<file path="config.mk">
export PLATFORM = sky130hd
export DESIGN_NAME = alu_issue_stage
export DESIGN_NICKNAME = d
export VERILOG_FILES = /design/src/rtl/alu_issue_stage.sv
export SDC_FILE = /design/constraint.sdc
export NUM_CORES = 1
export LEC_CHECK = 0
export CORE_ASPECT_RATIO = 1.25
export CORE_UTILIZATION = 45
export CTS_BUF_LIST = sky130_fd_sc_hd__clkbuf_8
export DETAILED_ROUTE_END_ITERATION = 16
export HOLD_SLACK_MARGIN = 0.12
export MAX_ROUTING_LAYER = met4
export PLACE_DENSITY_LB_ADDON = 0.08
export SLEW_MARGIN = 20
export SYNTH_ARGS = -nofsm -noshare
export SYNTH_HDL_FRONTEND = slang
export SYNTH_SLANG_ARGS = --single-unit
</file>
<file path="constraint.sdc">
create_clock -name clk -period 2.56 [get_ports clk]
set_clock_uncertainty 0.05 [all_clocks]
set_input_delay 0.512 -clock clk [delete_from_list [all_inputs] [get_ports clk]]
set_output_delay 0.512 -clock clk [all_outputs]
set_load 0.02 [all_outputs]
</file>
<file path="src/rtl/alu_issue_stage.sv">
// RV32I decode/issue into an external ALU, then a registered result for writeback; 2-cycle latency.
// Valid/ready on both sides: S1 holds while S2 is stalled, S2 holds while wb_ready is low; flush kills both.
`timescale 1ns/1ps
module alu_issue_stage #(
    parameter int XLEN = 32
) (
    input  logic            clk,
    input  logic            rst_n,
    input  logic            flush,
    input  logic            in_valid,
    output logic            in_ready,
    input  logic [31:0]     instr,
    input  logic [XLEN-1:0] pc,
    input  logic [XLEN-1:0] rs1_data,
    input  logic [XLEN-1:0] rs2_data,
    output logic [XLEN-1:0] alu_a,
    output logic [XLEN-1:0] alu_b,
    output logic [3:0]      alu_data_sel,
    input  logic [XLEN-1:0] alu_res,
    output logic            wb_valid,
    input  logic            wb_ready,
    output logic [4:0]      wb_rd,
    output logic            wb_we,
    output logic [XLEN-1:0] wb_data,
    output logic            wb_illegal
);

    localparam logic [6:0] OPC_OP    = 7'b0110011;
    localparam logic [6:0] OPC_OPIMM = 7'b0010011;
    localparam logic [6:0] OPC_LUI   = 7'b0110111;
    localparam logic [6:0] OPC_AUIPC = 7'b0010111;
    localparam logic [6:0] F7_ZERO   = 7'b0000000;
    localparam logic [6:0] F7_ALT    = 7'b0100000;

    logic [6:0]      w_opcode;
    logic [2:0]      w_f3;
    logic [6:0]      w_f7;
    logic [4:0]      w_rd;
    logic [XLEN-1:0] w_a;
    logic [XLEN-1:0] w_b;
    logic [3:0]      w_sel;
    logic            w_illegal;
    logic            w_we;

    logic            r_s1_valid;
    logic [XLEN-1:0] r_alu_a;
    logic [XLEN-1:0] r_alu_b;
    logic [3:0]      r_alu_sel;
    logic [4:0]      r_s1_rd;
    logic            r_s1_we;
    logic            r_s1_illegal;

    logic            r_wb_valid;
    logic [4:0]      r_wb_rd;
    logic            r_wb_we;
    logic [XLEN-1:0] r_wb_data;
    logic            r_wb_illegal;

    logic            w_s2_free;
    logic            w_s1_adv;
    logic            w_accept;

    assign w_opcode = instr[6:0];
    assign w_f3     = instr[14:12];
    assign w_f7     = instr[31:25];
    assign w_rd     = instr[11:7];

    always_comb begin
        w_a       = '0;
        w_b       = '0;
        w_sel     = 4'b0000;
        w_illegal = 1'b0;
        case (w_opcode)
            OPC_OP: begin
                w_a       = rs1_data;
                w_b       = rs2_data;
                w_sel     = {instr[30], w_f3};
                w_illegal = !((w_f7 == F7_ZERO) ||
                              ((w_f7 == F7_ALT) && ((w_f3 == 3'b000) || (w_f3 == 3'b101))));
            end
            OPC_OPIMM: begin
                w_a   = rs1_data;
                w_b   = {{20{instr[31]}}, instr[31:20]};
                // instr[30] is an immediate bit except on right shifts, so ADDI never turns into SUB
                w_sel = {1'b0, w_f3};
                if (w_f3 == 3'b001) begin
                    w_b       = {27'b0, instr[24:20]};
                    w_illegal = (w_f7 != F7_ZERO);
                end else if (w_f3 == 3'b101) begin
                    w_b       = {27'b0, instr[24:20]};
                    w_sel     = {instr[30], w_f3};
                    w_illegal = !((w_f7 == F7_ZERO) || (w_f7 == F7_ALT));
                end
            end
            OPC_LUI: begin
                w_b = {instr[31:12], 12'b0};
            end
            OPC_AUIPC: begin
                w_a = pc;
                w_b = {instr[31:12], 12'b0};
            end
            default: begin
                w_illegal = 1'b1;
            end
        endcase
        if (w_illegal) begin
            w_a   = '0;
            w_b   = '0;
            w_sel = 4'b0000;
        end
    end

    assign w_we      = !w_illegal && (w_rd != 5'd0);
    assign w_s2_free = !r_wb_valid || wb_ready;
    assign w_s1_adv  = r_s1_valid && w_s2_free;
    assign in_ready  = !r_s1_valid || w_s1_adv;
    assign w_accept  = in_valid && in_ready;

    always_ff @(posedge clk or negedge rst_n) begin
        if (!rst_n) begin
            r_s1_valid   <= 1'b0;
            r_alu_a      <= '0;
            r_alu_b      <= '0;
            r_alu_sel    <= 4'b0000;
            r_s1_rd      <= 5'd0;
            r_s1_we      <= 1'b0;
            r_s1_illegal <= 1'b0;
            r_wb_valid   <= 1'b0;
            r_wb_rd      <= 5'd0;
            r_wb_we      <= 1'b0;
            r_wb_data    <= '0;
            r_wb_illegal <= 1'b0;
        end else if (flush) begin
            r_s1_valid <= 1'b0;
            r_wb_valid <= 1'b0;
        end else begin
            if (w_accept) begin
                r_s1_valid   <= 1'b1;
                r_alu_a      <= w_a;
                r_alu_b      <= w_b;
                r_alu_sel    <= w_sel;
                r_s1_rd      <= w_rd;
                r_s1_we      <= w_we;
                r_s1_illegal <= w_illegal;
            end else if (w_s1_adv) begin
                r_s1_valid <= 1'b0;
            end

            if (w_s1_adv) begin
                r_wb_valid   <= 1'b1;
                r_wb_rd      <= r_s1_rd;
                r_wb_we      <= r_s1_we;
                r_wb_data    <= alu_res;
                r_wb_illegal <= r_s1_illegal;
            end else if (wb_ready) begin
                r_wb_valid <= 1'b0;
            end
        end
    end

    assign alu_a        = r_alu_a;
    assign alu_b        = r_alu_b;
    assign alu_data_sel = r_alu_sel;
    assign wb_valid     = r_wb_valid;
    assign wb_rd        = r_wb_rd;
    assign wb_we        = r_wb_we;
    assign wb_data      = r_wb_data;
    assign wb_illegal   = r_wb_illegal;

endmodule

</file>
==> results.cfg <==
[logic_synthesis]
syn_area_um2 = 5380
syn_avg_cell_area_um2 = 10.4
synth_area_leaders = dfrtp_1, mux2_2, nand2_1
synth_cell_type_count = 38
synth_nets = 682
synth_cells = 517
ys_warn_count = 0
synth_top_area_share_pct = 53.9
ys_ff_latch = 116
synth_top_cell_by_area = dfrtp_1
ys_seq_area_share_pct = 53.9

[layout]
drive_gt1_share_pct = 14.6
final_area_um2 = 8790
mostFrequentLayoutCells = clkdlybuf4s50_1, dfrtp_1, nand2_1
synthToLayoutAreaGrowth_pct = 63.4
nFillCells = 799
mostFrequentLayoutCell = clkdlybuf4s50_1
nNetsFinal = 954
diodes = 0

[sta]
fin_hold_ws_ps = 422
setup_viol = 0
finalMaxSlewViolations = 0
final.period_utilization_pct = 95.3
tightest_slew_ps = 566
relSlewSlack_pct = 62.3
post-route-min-period_ps = 2440
fin_setup_tns_ps = 0
hold_viol = 0
rsz0062_at_grt = false
setup_slack_ps = 121
fmaxAchievable_mhz = 410

[floorplan]
boundaryPins = 274
die-width_um = 99.8
rows = 44
core_um2 = 11600
die_area_um2 = 12400
die_y_um = 124
initial_utilization_pct = 46.3

[worst_hold_path]
min_path_type = reg -> reg

[worst_setup_path]
crit_path_start_kind = input port
crit_required_ps = 2000
crit_fanout = 3
critPathKind = in -> out
cp_data_arrival_time_ps = 1880
end_kind = primary output

[route]
vias = 5210
ant_nets = 0
avgRoutedWirePerCell_um = 17.1
drcViolationCount = 0
dr.first_iter.drc_count = 290
wl_um = 16500
drt_pre_antenna_iters = 6
via_per_inst = 5.42

[pwr]
leakagePower_nw = 3.56
ir_drop_mv = 0.313
p_per_area_nw_per_um2 = 550

[clocking]
h-tree-depth = 4
cts_sinks = 116
clkTransAtPathRegs_ps = 60
cts.path.max_buffers = 2
root_buffer = clkbuf_8
clk_latency_ps = 420
cts-buffers-inserted = 17
cts_tree = built

[global_route]
grt_pass1_wl_um = 26400
overflow = 0
track_usage_pct = 28.3
antenna_found_initial = 0
grt_pass1_vias = 5268
grt_max_degree = 71

[placement]
gp_congestion = 0.870
dpl-instance-area_um2 = 8410
pre_cts_ws_ps = 50.2
hpwl_um = 12100
port_buffers = 273

[outcome]
status = completed

[run]
drv_cap = 0
[metal layers]
layer	vias to the layer above	GRT usage [%]	share of wire (%)	routed length [µm]
met1	2453	33.0	39	6400
met5	-	-	0	0
met4	0	15.1	4.2	698
li1	2417	-	-	-
met2	287	45.2	50	8210
met3	53	6.34	7.0	1160
[final cells by class]
class	instances	area (µm²)	area share, %
clock inverters	12	114	1.29
repair buffers	296	2990	34.0
multi-input cells	353	2300	26.2
well taps	161	201	2.29
clock buffers	19	262	2.97
inverters	5	18.8	0.213
flip-flops and latches	116	2900	33.0
[synth_stat cells]
library cell,count
a31oi_1,32
or2_2,1
or4_4,1
buf_6,2
clkbuf_1,28
nor4_2,2
and3_1,6
nand2_1,106
mux2i_1,5
buf_2,11
or4_1,1
o221ai_2,1
and3b_1,1
nor3b_1,2
o31ai_1,17
nand3b_1,1
a221o_1,2
o31ai_2,16
a41oi_2,1
xor2_1,1
a21o_1,1
nand4_1,1
mux2_2,39
o211ai_1,1
buf_1,2
o2bb2ai_1,18
nand3_1,65
o2111ai_1,1
nand4_2,1
a21oi_1,9
nand2b_1,3
a22oi_1,1
nor2_1,6
dfrtp_1,116
inv_1,5
nor3_1,1
o21ai_0,7
nor2b_1,3
[stage by stage]
step / std cells / util, % / total power [mW]
floorplan: 517 / - / 2.56
global placement: 930 / 72.4 / 3.22
detailed placement: 930 / 72.4 / 3.25
CTS: 962 / 75.7 / 4.88
global route: 962 / 75.7 / 5.05
finish: 962 / 75.7 / 4.84
[flip-flops by register name, summed over array words and instances, names as in the netlist]
register / flops
alu_a: 32
r_s1_rd: 5
r_s1_we: 1
r_s1_valid: 1
alu_data_sel: 4
wb_we: 1
wb_valid: 1
alu_b: 32
wb_illegal: 1
wb_data: 32
r_s1_illegal: 1
wb_rd: 5
[critical path: stages]
cell	delay (ps)
clkdlybuf4s50_1	480
and3b_1	210
inv_1	70
clkdlybuf4s50_1	600
[cell families (layout without fill, tap and decap cells)]
logic type / Yosys count / after routing / share of synthesized area (%)
AO/OA/AOI/OAI: 107 / 107 / 15.8
XOR/XNOR: 1 / 1 / 0.163
buffers and inverters: 48 / 332 / 3.88
flip-flops: 116 / 116 / 53.9
multiplexers: 44 / 44 / 9.09
AND/OR/NAND/NOR: 201 / 201 / 17.2
[path summary, 6_finish.rpt]
path | startpoint | to | slack (ps) | cells after the start
hold reg to reg | r_s1_illegal | r_s1_illegal | 420 | 1
max in group asynchronous | rst_n | wb_data[11] | 1120 | 3
setup / recovery | wb_ready | in_ready | 120 | 4
min in group asynchronous | rst_n | wb_data[23] | 580 | 2
hold / removal | r_s1_illegal | r_s1_illegal | 420 | 1
setup reg to reg | wb_valid | alu_a[3] | 780 | 5
[power breakdown]
part,switching [mW],internal [mW]
registers,0.0743,1.99
clock network,0.728,0.896
logic,0.513,0.638
total,1.32,3.52
[repair_timing]
item	CTS	global route
hold endpoints to repair	41	0
gates resized for setup	0	0
hold buffers	1	0
buffers inserted	0	0
Note: power is estimated with default switching activity, not from simulation.
